<file path="src/rtl/phase4_seq_player_if.sv">
// phase4_seq_player_if: 8-bit plate bus with valid/ready handshake.
//   plate_out   : symbol presented by the master (8'h00 when not valid)
//   plate_valid : plate_out holds a valid symbol
//   plate_ready : slave accepts plate_out this cycle
interface phase4_seq_player_if;
   logic [7:0] plate_out;
   logic       plate_valid;
   logic       plate_ready;
   modport master (output plate_out, plate_valid, input plate_ready);
   modport slave  (input plate_out, plate_valid, output plate_ready);
endinterface

</file>
<file path="src/rtl/phase4_seq_player.sv">
// phase4_seq_player: plays the 3-symbol phase-4 unlock sequence onto the plate bus.
//   clk           : system clock, rising edge
//   reset         : asynchronous active-low reset
//   i_start       : single-cycle request to play the sequence (ignored while busy)
//   i_abort       : stop the play immediately (ignored when idle/done)
//   plate         : plate bus master (plate_out, plate_valid, plate_ready)
//   o_step_idx    : index of the symbol presented / next to present
//   o_busy        : play in progress
//   o_seq_done    : sticky, all three symbols transferred
//   o_seq_aborted : sticky, play ended by abort or ready-wait timeout
module phase4_seq_player #(
   parameter logic [7:0]  SEQ0       = 8'b10101010,
   parameter logic [7:0]  SEQ1       = 8'b11001100,
   parameter logic [7:0]  SEQ2       = 8'b11110000,
   parameter int unsigned GAP_CYCLES = 0,
   parameter int unsigned TIMEOUT    = 0
) (
   input  logic                       clk,
   input  logic                       reset,
   input  logic                       i_start,
   input  logic                       i_abort,
   phase4_seq_player_if.master        plate,
   output logic [1:0]                 o_step_idx,
   output logic                       o_busy,
   output logic                       o_seq_done,
   output logic                       o_seq_aborted
);
   typedef enum logic [1:0] {IDLE, DRIVE, GAP, DONE} state_t;
   // Terminal counts; only consulted when the matching feature is enabled.
   localparam logic [15:0] GAP_LAST = 16'(GAP_CYCLES - 1);
   localparam logic [15:0] TO_LAST  = 16'(TIMEOUT - 1);
   state_t      r_state, w_state;
   logic [7:0]  r_out, w_out;
   logic        r_valid, w_valid;
   logic [1:0]  r_step, w_step;
   logic        r_busy, w_busy;
   logic        r_done, w_done;
   logic        r_aborted, w_aborted;
   logic [15:0] r_gap_cnt, w_gap_cnt;
   logic [15:0] r_to_cnt, w_to_cnt;
   logic        w_xfer, w_timeout, w_kill;
   function automatic logic [7:0] f_seq(input logic [1:0] i);
      return (i == 2'd0) ? SEQ0 : (i == 2'd1) ? SEQ1 : SEQ2;
   endfunction
   // r_valid is high exactly in DRIVE, so it doubles as the state qualifier.
   assign w_xfer    = r_valid & plate.plate_ready;
   // Fires on the TIMEOUT-th waiting cycle; a transfer in that cycle still wins.
   assign w_timeout = (TIMEOUT != 0) && r_valid && !w_xfer && (r_to_cnt == TO_LAST);
   assign w_kill    = (r_state == DRIVE || r_state == GAP) && (i_abort || w_timeout);
   always_comb begin
      w_state   = r_state;
      w_out     = r_out;
      w_valid   = r_valid;
      w_step    = r_step;
      w_busy    = r_busy;
      w_done    = r_done;
      w_aborted = r_aborted;
      w_gap_cnt = '0;
      w_to_cnt  = '0;
      if (r_state == IDLE || r_state == DONE) begin
         if (i_start) begin
            w_state   = DRIVE;
            w_out     = SEQ0;
            w_valid   = 1'b1;
            w_step    = 2'd0;
            w_busy    = 1'b1;
            w_done    = 1'b0;
            w_aborted = 1'b0;
         end
      end else if (w_kill) begin
         // Abort beats a coincident transfer; step_idx keeps the failed step.
         w_state   = IDLE;
         w_out     = 8'h00;
         w_valid   = 1'b0;
         w_busy    = 1'b0;
         w_aborted = 1'b1;
      end else if (r_state == GAP) begin
         if (r_gap_cnt == GAP_LAST) begin
            w_state = DRIVE;
            w_out   = f_seq(r_step);
            w_valid = 1'b1;
         end else begin
            w_gap_cnt = r_gap_cnt + 16'd1;
         end
      end else if (!w_xfer) begin
         w_to_cnt = r_to_cnt + 16'd1;
      end else if (r_step == 2'd2) begin
         w_state = DONE;
         w_out   = 8'h00;
         w_valid = 1'b0;
         w_busy  = 1'b0;
         w_done  = 1'b1;
      end else begin
         w_step = r_step + 2'd1;
         if (GAP_CYCLES == 0) begin
            w_out = f_seq(r_step + 2'd1);
         end else begin
            w_state = GAP;
            w_out   = 8'h00;
            w_valid = 1'b0;
         end
      end
   end
   always_ff @(posedge clk or negedge reset) begin
      if (!reset) begin
         r_state   <= IDLE;
         r_out     <= 8'h00;
         r_valid   <= 1'b0;
         r_step    <= 2'd0;
         r_busy    <= 1'b0;
         r_done    <= 1'b0;
         r_aborted <= 1'b0;
         r_gap_cnt <= '0;
         r_to_cnt  <= '0;
      end else begin
         r_state   <= w_state;
         r_out     <= w_out;
         r_valid   <= w_valid;
         r_step    <= w_step;
         r_busy    <= w_busy;
         r_done    <= w_done;
         r_aborted <= w_aborted;
         r_gap_cnt <= w_gap_cnt;
         r_to_cnt  <= w_to_cnt;
      end
   end
   assign plate.plate_out   = r_out;
   assign plate.plate_valid = r_valid;
   assign o_step_idx        = r_step;
   assign o_busy            = r_busy;
   assign o_seq_done        = r_done;
   assign o_seq_aborted     = r_aborted;
endmodule

</file>
<file path="src/flat_wrapper.sv">
// flat-port wrapper written by rule: the top's interface ports become plain ports
module phase4_seq_player_flat 
#(
   parameter logic [7:0]  SEQ0       = 8'b10101010,
   parameter logic [7:0]  SEQ1       = 8'b11001100,
   parameter logic [7:0]  SEQ2       = 8'b11110000,
   parameter int unsigned GAP_CYCLES = 0,
   parameter int unsigned TIMEOUT    = 0
)
  (clk, reset, i_start, i_abort, o_step_idx, o_busy, o_seq_done, o_seq_aborted, plate_plate_out, plate_plate_valid, plate_plate_ready);
  phase4_seq_player_if plate_i ();
  input  logic clk;
  input  logic reset;
  input  logic i_start;
  input  logic i_abort;
  output logic [1:0] o_step_idx;
  output logic o_busy;
  output logic o_seq_done;
  output logic o_seq_aborted;
  output wire logic [$bits(plate_i.plate_out)-1:0] plate_plate_out;
  output wire logic [$bits(plate_i.plate_valid)-1:0] plate_plate_valid;
  input wire logic [$bits(plate_i.plate_ready)-1:0] plate_plate_ready;
  assign plate_plate_out = plate_i.plate_out;
  assign plate_plate_valid = plate_i.plate_valid;
  assign plate_i.plate_ready = plate_plate_ready;
  phase4_seq_player #(.SEQ0(SEQ0), .SEQ1(SEQ1), .SEQ2(SEQ2), .GAP_CYCLES(GAP_CYCLES), .TIMEOUT(TIMEOUT)) u_core (.clk(clk), .reset(reset), .i_start(i_start), .i_abort(i_abort), .plate(plate_i), .o_step_idx(o_step_idx), .o_busy(o_busy), .o_seq_done(o_seq_done), .o_seq_aborted(o_seq_aborted));
endmodule
</file>
<file path="config.mk">
export PLATFORM = sky130hd
export DESIGN_NAME = phase4_seq_player_flat
export DESIGN_NICKNAME = d
export VERILOG_FILES = /design/src/rtl/phase4_seq_player_if.sv /design/src/rtl/phase4_seq_player.sv /design/src/flat_wrapper.sv
export SDC_FILE = /design/constraint.sdc
export NUM_CORES = 1
export LEC_CHECK = 0
export ABC_CLOCK_PERIOD_IN_PS = 2130
export CORE_MARGIN = 1
export CORE_UTILIZATION = 50
export DETAILED_ROUTE_END_ITERATION = 16
export PLACE_DENSITY = 0.81
export RECOVER_POWER = 25
export SETUP_SLACK_MARGIN = 0.1
export SYNTH_ARGS = -nofsm -noshare
export SYNTH_HDL_FRONTEND = slang
export SYNTH_SLANG_ARGS = --single-unit
</file>
<file path="constraint.sdc">
create_clock -name clk -period 2.13 [get_ports clk]
set_clock_uncertainty 0.05 [all_clocks]
set_input_delay 0.426 -clock clk [delete_from_list [all_inputs] [get_ports clk]]
set_output_delay 0.426 -clock clk [all_outputs]
set_load 0.03 [all_outputs]
</file>
==> out/summary.txt, run 1 <==
Maxcap violations: 0
Area grow syn2layout: 17.2%
CTS tree: done
Synthesized Nets: 189
Hold Crit Class: flop to flop
Asr flop ratio synth: 100%
Final Cycle Share: 90.7%
Initial DRC count: 76
CTS Buffer Depth: 2
Initial antenna violation count: 0
Stages on worst setup path: 1
GRT Util Overall: 22.9%
Routability cong.: 0.853
Clock-pin slew on the worst setup and hold paths: 0.10 ns
Worst-Margin Slew: 0.746 ns
Post-synth top area share: 45.5%
Clk pwr share: 15.2%
Critical path origin: u_core.o_step_idx[1]$_DFFE_PN0P_
CP Class: flop to primary output
# H-tree levels: 2
DP HPWL: 2.55 mm
Critical path required time: 1.65 ns
Pre-antenna DRT Iters: 4
Antenna viol nets, final: 0
Worst reg2reg path startpoint: u_core.r_gap_cnt[0]$_DFF_PN0_
Largest net degree at the start of global routing: 32
Synth cell types: 46
Element type at the critical path end: primary output
Width of the die: 60.4 um
Gate count of the mapped netlist: 175
# IOs: 19
Critical Path AT: 1.46 ns
Slew HR: 50.3%
Sw frac: 42.7%
IO buf count: 17
Synth warn: 0
Final critical-path required period: 1.93 ns
RSZ-0062 raised after global routing: no
Register area share after synthesis: 45.5%
Internal Power: 1.48 mW
Total Routed Length: 3.53 mm
Hold Vio Cnt, Final: 0
Remaining global-route overflow: 0
LEAKAGE: 0.846 nW
Root Driver: clkbuf_4
Routed length per instance: 14.6 um
Cell taking the most area after synthesis: dfrtp_1
Postcts setup bufs: 0
DIE AREA: 3650 um^2
N_diodes: 0
DRC violations left: 0
Core area: 3150 um^2
Worst-path maximum fanout: 5
Row cnt: 20
Cts bufs inserted: 5
Number of synthesized flops with an enable pin: 0
Worst path cell trace: clkdlybuf4s50_1
DR vias: 1,390
Setup TNS: 0 ns
Post-Syn Area: 1710 um^2
Setup violations, final: 0
First-pass GRT wire length: 6.05 mm
Worst setup endpoint: o_step_idx[1]
Vias in the first global route: 1,336
Worst vdd ir: 837 uV
CP delay by family, top: buffers and inverters
Crit-path max cell delay: 0.69 ns
Avg Cell Area, Syn: 9.75 um^2
Status: finished, final reports clean
Worst R2R End: u_core.plate.plate_out[2]$_DFFE_PN0P_
Logic pwr share: 52.5%
CP Buf/Inv Count: 1
NetSw: 1.11 mW
Reg2reg path depth: 5
Reg2Reg Setup Slack: 0.24 ns
Vias per cell: 5.74
Top FF cell, synth: dfrtp_1
Synth top area cells: dfrtp_1 45%, ha_1 6.6%, nor2_1 4.6%
Final hold slack: 0.433 ns
Sequential share of power: 32.3%
Slew Viols, Final: 0
Startpoint types: flop
Critical Path Slowest Stage Cell: clkdlybuf4s50_1
Maximum clock rate: 518 MHz
Clock sink count: 31
Clock latency on the worst-skew pair: 0.34 ns
Initial Util: 54.1%
PwrDens: 1300 nW/um^2
Fin nets: 211
Fraction of layout cells with a size suffix above 1: 9.60%
Die Span Y: 60.4 um
Yosys reg bits: 31
## registers in the layout, indices dropped and copies added, names as in the netlist
signal / count
u_core.o_step_idx: 2
u_core.o_seq_done: 1
u_core.r_state: 2
u_core.o_seq_aborted: 1
u_core.o_busy: 1
u_core.r_gap_cnt: 16
u_core.plate.plate_out: 7
u_core.plate.plate_valid: 1
## through the flow
step	power [mW]	cells	utilization, %	instance area (um^2)	setup WS (ns)
6_report	2.59	242	63.4	2000	0.198
5_1_grt	2.78	242	63.4	2000	0.101
4_1_cts	2.59	242	63.3	2000	0.154
3_5_place_dp	2.20	234	61.2	1930	0.0828
3_3_place_gp	2.14	234	61.2	1930	0.170
2_1_floorplan	1.77	175	-	1710	0.406
## synth_stat cells, types with 3 or more instances
library cell	number
o21ai_0	4
inv_1	16
nor3_1	3
nand2_1	9
xor2_1	8
dfrtp_1	31
nand4_1	4
a21oi_1	9
xnor2_1	4
o22a_1	4
a31oi_1	3
ha_1	9
nor2_1	21
nor2b_1	3
nand3_1	8
## kinds of logic after synthesis
group / after synthesis / synth area share [%]
AO/OA/AOI/OAI: 37 / 15.0
XOR/XNOR: 12 / 6.16
adder cells (fa/ha/maj): 9 / 6.60
buffers and inverters: 21 / 4.99
flip-flops: 31 / 45.5
multiplexers: 2 / 1.17
other: 1 / 0.220
AND/OR/NAND/NOR: 62 / 20.4
## how the worst min path moves through the flow
stage	slack, ns	start	cells past startpoint	endpoint
finish	0.43	u_core.r_gap_cnt[0]$_DFF_PN0_	1	u_core.r_gap_cnt[0]$_DFF_PN0_
detailed placement	0.43	u_core.r_gap_cnt[0]$_DFF_PN0_	1	u_core.r_gap_cnt[0]$_DFF_PN0_
CTS	0.43	reset	2	u_core.o_step_idx[1]$_DFFE_PN0P_
global placement	0.41	u_core.r_gap_cnt[0]$_DFF_PN0_	1	u_core.r_gap_cnt[0]$_DFF_PN0_
global route	0.48	u_core.r_gap_cnt[0]$_DFF_PN0_	1	u_core.r_gap_cnt[0]$_DFF_PN0_
floorplan	0.08	reset	0	u_core.o_busy$_DFFE_PN0P_
## area by class of cell
class | instances | area [um^2]
Fill cell | 257 | 1150
Multi-Input combinational cell | 123 | 851
Sequential cell | 31 | 776
Timing Repair Buffer | 20 | 189
Clock buffer | 8 | 68.8
Inverter | 16 | 60.1
Tap cell | 44 | 55.1
## timing repair
| item | 4_1_cts | 5_1_grt |
|---|---|---|
| resized for setup | 1 | 3 |
| endpoints found under the setup margin | 1 | 22 |
| endpoints found under the hold margin | 0 | 0 |
| hold buffers | 0 | 0 |
## power by group through the flow
stage                     combinational, mW  sequential [mW]  clock (mW)
after floorplan                       0.718             1.05           0
after global placement                 1.30            0.836           0
after detailed placement               1.36            0.848           0
after CTS                              1.35            0.838       0.402
after global routing                   1.50            0.855       0.421
final                                  1.36            0.837       0.395
## layer usage
metal  global-route usage (%)  vias to the layer above  wire, um
li1                         -                      657         -
met1                     29.0                      683      1570
met2                     36.1                       42      1680
met3                     5.97                        8       186
met4                     12.0                        0        87
met5                        0                        -         0
## layout by cell type (no fill, tap or decap), types with 3 or more instances in the layout
cell type / n
clkdlybuf4s50_1: 15
xnor2_1: 4
nor3_1: 3
nand4_1: 4
nand3_1: 8
dfrtp_1: 31
o22a_1: 4
nor2b_1: 3
nand2_1: 9
a31oi_1: 3
inv_1: 16
nor2_1: 21
xor2_1: 8
clkbuf_4: 5
ha_1: 8
o21ai_0: 4
a21oi_1: 9
No activity file was read; power rests on OpenSTA's default activity.
==> inputs of run 2 (changes only) <==
- CORE_UTILIZATION: 50 -> 35
- CTS_CLUSTER_SIZE: unset -> 14
- PLACE_DENSITY: 0.81 -> 0.63
==> run 2 against run 1 <==
Sequential cell count stayed put; routed wire length is 2.4% lower; clock-buffer cell count is 1 lower; critical path depth stayed put; core utilization is 20 points lower; worst hold slack worse by 0.0033 ns; via count is 5.4% lower; combinational power is 5% higher; sequential share of layout area is 0.88 points lower; global-route usage is 8.1 points lower; final cell count is 5.0% higher; critical endpoint is now o_step_idx[0]; highest routed layer unchanged.
==> out/summary.txt, run 2 (synthesis results as in run 1) <==
Status: finished, final reports clean
Initial DRC count: 57
Commonest cells after routing, fill and taps aside: 31 x dfrtp_1, 21 x nor2_1, 16 x inv_1, 16 x clkdlybuf4s50_1
Worst setup endpoint: o_step_idx[0]
Antenna viol nets, final: 0
Total Routed Length: 3.44 mm
N_diodes: 0
Critical Path AT: 1.48 ns
CP Buf/Inv Count: 1
Largest register FFs: 16
Vias per cell: 5.18
DRC violations left: 0
Critical path required time: 1.65 ns
Reg with most FFs: u_core.r_gap_cnt
Routability cong.: 0.768
Reg2Reg Setup Slack: 0.22 ns
Fin area: 2050 um^2
Worst reg2reg path startpoint: u_core.r_state[0]$_DFFE_PN0P_
Setup violations, final: 0
RSZ-0062 raised after global routing: yes
Final Cycle Share: 91.7%
Slew HR: 47.4%
Clock latency on the worst-skew pair: 0.29 ns
PwrDens: 1330 nW/um^2
Initial Util: 36.3%
Final critical-path required period: 1.95 ns
Fraction of layout cells with a size suffix above 1: 9.50%
Crit-path max cell delay: 0.72 ns
Critical Path Slowest Stage Cell: clkdlybuf4s50_1
Reg2reg path depth: 6
# H-tree levels: 2
CP Class: flop to primary output
# IOs: 19
Clock-pin slew on the worst setup and hold paths: 0.06 ns
GRT Util Overall: 14.9%
CP delay by family, top: buffers and inverters
DR vias: 1,315
DP HPWL: 2.40 mm
Worst-Margin Slew: 0.789 ns
Root Driver: clkbuf_8
LEAKAGE: 0.860 nW
First-pass GRT wire length: 5.89 mm
Stages on worst setup path: 1
Slew Viols, Final: 0
Largest net degree at the start of global routing: 32
Initial antenna violation count: 0
DIE AREA: 5160 um^2
Die Span Y: 71.8 um
Fin nets: 213
Worst vdd ir: 743 uV
Filler Cells Inserted: 469
Core area: 4690 um^2
Clock sink count: 31
Worst R2R End: u_core.plate.plate_out[5]$_DFFE_PN0P_
Width of the die: 71.8 um
Element type at the critical path end: primary output
Postcts setup bufs: 0
IO buf count: 17
Most common cell after layout, fill and taps aside: dfrtp_1
Hold Vio Cnt, Final: 0
Area grow syn2layout: 20.0%
Hold Crit Class: flop to flop
CTS Buffer Depth: 2
Row cnt: 25
Cts bufs inserted: 5
Worst-path maximum fanout: 7
Vias in the first global route: 1,235
Pre-antenna DRT Iters: 4
Critical path origin: u_core.o_step_idx[0]$_DFFE_PN0P_
CTS tree: done
Setup TNS: 0 ns
Dpl cell area: 1960 um^2
Maxcap violations: 0
Remaining global-route overflow: 0
Maximum clock rate: 512 MHz
Routed length per instance: 13.5 um
Worst path cell trace: clkdlybuf4s50_1
Startpoint types: flop
## run 2: layout make-up
type	count	area, um^2	area share (%)
clock buffer	7	76.3	3.73
multi-input combinational	123	856	41.8
clock inverter	1	5.00	0.245
sequential	31	776	37.9
tap	54	67.6	3.30
timing repair buffer	22	205	10.0
inverter	16	60.1	2.94
## run 2: worst min path at each step
stage	cells after the start	from	to	slack (ns)
after global routing	1	u_core.r_gap_cnt[0]$_DFF_PN0_	u_core.r_gap_cnt[0]$_DFF_PN0_	0.48
after global placement	1	u_core.r_gap_cnt[0]$_DFF_PN0_	u_core.r_gap_cnt[0]$_DFF_PN0_	0.42
final	1	u_core.r_gap_cnt[0]$_DFF_PN0_	u_core.r_gap_cnt[0]$_DFF_PN0_	0.43
after detailed placement	1	u_core.r_gap_cnt[0]$_DFF_PN0_	u_core.r_gap_cnt[0]$_DFF_PN0_	0.43
after CTS	1	u_core.r_gap_cnt[0]$_DFF_PN0_	u_core.r_gap_cnt[0]$_DFF_PN0_	0.44
after floorplan	0	reset	u_core.o_busy$_DFFE_PN0P_	0.08
## run 2: power breakdown
group,internal (mW),total [mW],switching (mW)
logic,0.607,1.43,0.828
clock network,0.229,0.448,0.219
registers,0.734,0.837,0.103
## run 2: what timing repair did
item	CTS	global route
endpoints found under the setup margin	0	13
gates resized for setup	0	3
hold buffers	0	0
## run 2: per-layer routing
metal	share of wire, %	up-vias	global-route usage (%)
met5	0	-	0
met4	1.2	0	6.54
met3	3.1	5	3.94
met2	44	16	21.3
met1	52	633	21.0
li1	-	661	-
## run 2: through the flow
step / std cells / util (%) / power, mW / setup WS [ns] / hold slack (ns)
after floorplan: 175 / - / 1.77 / 0.406 / 0.0804
after global placement: 246 / 41.7 / 2.24 / 0.169 / 0.418
after detailed placement: 246 / 41.7 / 2.25 / 0.125 / 0.427
after CTS: 254 / 43.4 / 2.72 / 0.165 / 0.436
after global routing: 254 / 43.6 / 2.92 / 0.0842 / 0.477
final: 254 / 43.6 / 2.72 / 0.176 / 0.430
==> inputs of run 3 (changes only) <==
- CORE_ASPECT_RATIO: unset -> 0.9
==> run 3 against run 2 <==
Setup slack better by 0.0018 ns; routed wire length up 0.17%; via count rose by 1.4%; largest power group unchanged.
==> out/summary.txt, run 3 (synthesis results as in run 1) <==
Status: finished, final reports clean
Pre-antenna DRT Iters: 4
Total Routed Length: 3.45 mm
Critical Path Slowest Stage Cell: clkdlybuf4s50_1
Element type at the critical path end: primary output
GRT Util Overall: 16.0%
Reg2Reg Setup Slack: 0.24 ns
Final critical-path required period: 1.95 ns
Worst setup endpoint: o_step_idx[0]
Maxcap violations: 0
DIE AREA: 5160 um^2
Most common cell after layout, fill and taps aside: dfrtp_1
Hold Crit Class: flop to flop
Post-CTS Resized: 0
Worst R2R End: u_core.plate.plate_out[2]$_DFFE_PN0P_
Postcts setup bufs: 0
Placed Cells: 254
Core area: 4580 um^2
Dpl cell area: 1970 um^2
Critical Path AT: 1.48 ns
# IOs: 19
Routability cong.: 0.799
RSZ-0062 raised after global routing: no
Initial DRC count: 73
DP HPWL: 2.43 mm
Final Cycle Share: 91.7%
CP delay by family, top: buffers and inverters
LEAKAGE: 0.876 nW
Final cell count without fillers: 262
Cts bufs inserted: 5
Vias in the first global route: 1,252
Crit-path max cell delay: 0.72 ns
DRC violations left: 0
CP Class: flop to primary output
Commonest cells after routing, fill and taps aside: 31 x dfrtp_1, 21 x nor2_1, 16 x inv_1, 16 x clkdlybuf4s50_1
PwrDens: 1370 nW/um^2
CTS tree: done
Slew Viols, Final: 0
Area grow syn2layout: 22.0%
Antenna viol nets, final: 0
Clock sink count: 31
Initial antenna violation count: 0
CTS Buffer Depth: 2
Reg2reg path depth: 6
Fin nets: 213
Initial Util: 37.3%
Final hold slack: 0.430 ns
Clock latency on the worst-skew pair: 0.28 ns
Reg with most FFs: u_core.r_gap_cnt
Worst-Margin Slew: 0.771 ns
IO buf count: 17
CP Buf/Inv Count: 1
Worst reg2reg path startpoint: u_core.r_state[0]$_DFFE_PN0P_
Row cnt: 23
Largest register FFs: 16
Critical path origin: u_core.o_step_idx[0]$_DFFE_PN0P_
Worst path cell trace: clkdlybuf4s50_1
Width of the die: 75.6 um
Fin area: 2080 um^2
Number of hold buffers added after cts: 0
Layout Utilization: 45.5%
Remaining global-route overflow: 0
Slew HR: 48.6%
Worst-path maximum fanout: 7
Maximum clock rate: 512 MHz
First-pass GRT wire length: 5.93 mm
Critical path required time: 1.65 ns
Die Span Y: 68.2 um
Clock-pin slew on the worst setup and hold paths: 0.07 ns
Root Driver: clkbuf_8
N_diodes: 0
Largest net degree at the start of global routing: 32
# H-tree levels: 2
Fraction of layout cells with a size suffix above 1: 10.0%
Worst vdd ir: 620 uV
Vias per cell: 5.09
Startpoint types: flop
Setup violations, final: 0
Routed length per instance: 13.2 um
Stages on worst setup path: 1
Hold Vio Cnt, Final: 0
Setup TNS: 0 ns
DR vias: 1,334
[run 3: cell types whose count changed in the layout (fill, tap and decap cells not counted), sizes merged]
cell	before	now
bufinv	0	1
clkbuf	8	7
[run 3: per-stage QoR]
step	setup WS (ns)	power (mW)
floorplan	0.406	1.77
CTS	0.165	2.86
global route	0.108	3.05
detailed placement	0.101	2.24
finish	0.178	2.85
global placement	0.139	2.25
[run 3: where the power goes]
| part | switching, mW | internal, mW |
|---|---|---|
| combinational | 0.810 | 0.591 |
| clock | 0.227 | 0.378 |
| sequential | 0.108 | 0.734 |
[run 3: how the worst min path moves through the flow]
stage	start	endpoint	slack (ns)	cells past startpoint
floorplan	reset	u_core.o_busy$_DFFE_PN0P_	0.08	0
global placement	u_core.r_gap_cnt[0]$_DFF_PN0_	u_core.r_gap_cnt[0]$_DFF_PN0_	0.42	1
detailed placement	u_core.r_gap_cnt[0]$_DFF_PN0_	u_core.r_gap_cnt[0]$_DFF_PN0_	0.43	1
CTS	u_core.r_gap_cnt[0]$_DFF_PN0_	u_core.r_gap_cnt[0]$_DFF_PN0_	0.44	1
global route	u_core.r_gap_cnt[0]$_DFF_PN0_	u_core.r_gap_cnt[0]$_DFF_PN0_	0.46	1
finish	u_core.r_gap_cnt[0]$_DFF_PN0_	u_core.r_gap_cnt[0]$_DFF_PN0_	0.43	1
[run 3: metal layers]
| layer | share of wire (%) | routed length, um | vias to the layer above | track usage (%) |
|---|---|---|---|---|
| li1 | - | - | 667 | - |
| met1 | 52 | 1800 | 636 | 23.0 |
| met2 | 42 | 1450 | 24 | 21.9 |
| met3 | 3.6 | 123 | 7 | 3.68 |
| met4 | 2.2 | 76 | 0 | 9.03 |
| met5 | 0 | 0 | - | 0 |
[run 3: final cells by class]
class | count | area, um^2
Fill cell | 425 | 2490
Multi-Input combinational cell | 123 | 845
Sequential cell | 31 | 776
Timing Repair Buffer | 22 | 205
Clock buffer | 6 | 82.6
Tap cell | 62 | 77.6
Inverter | 16 | 60.1
Clock inverter | 2 | 35.0
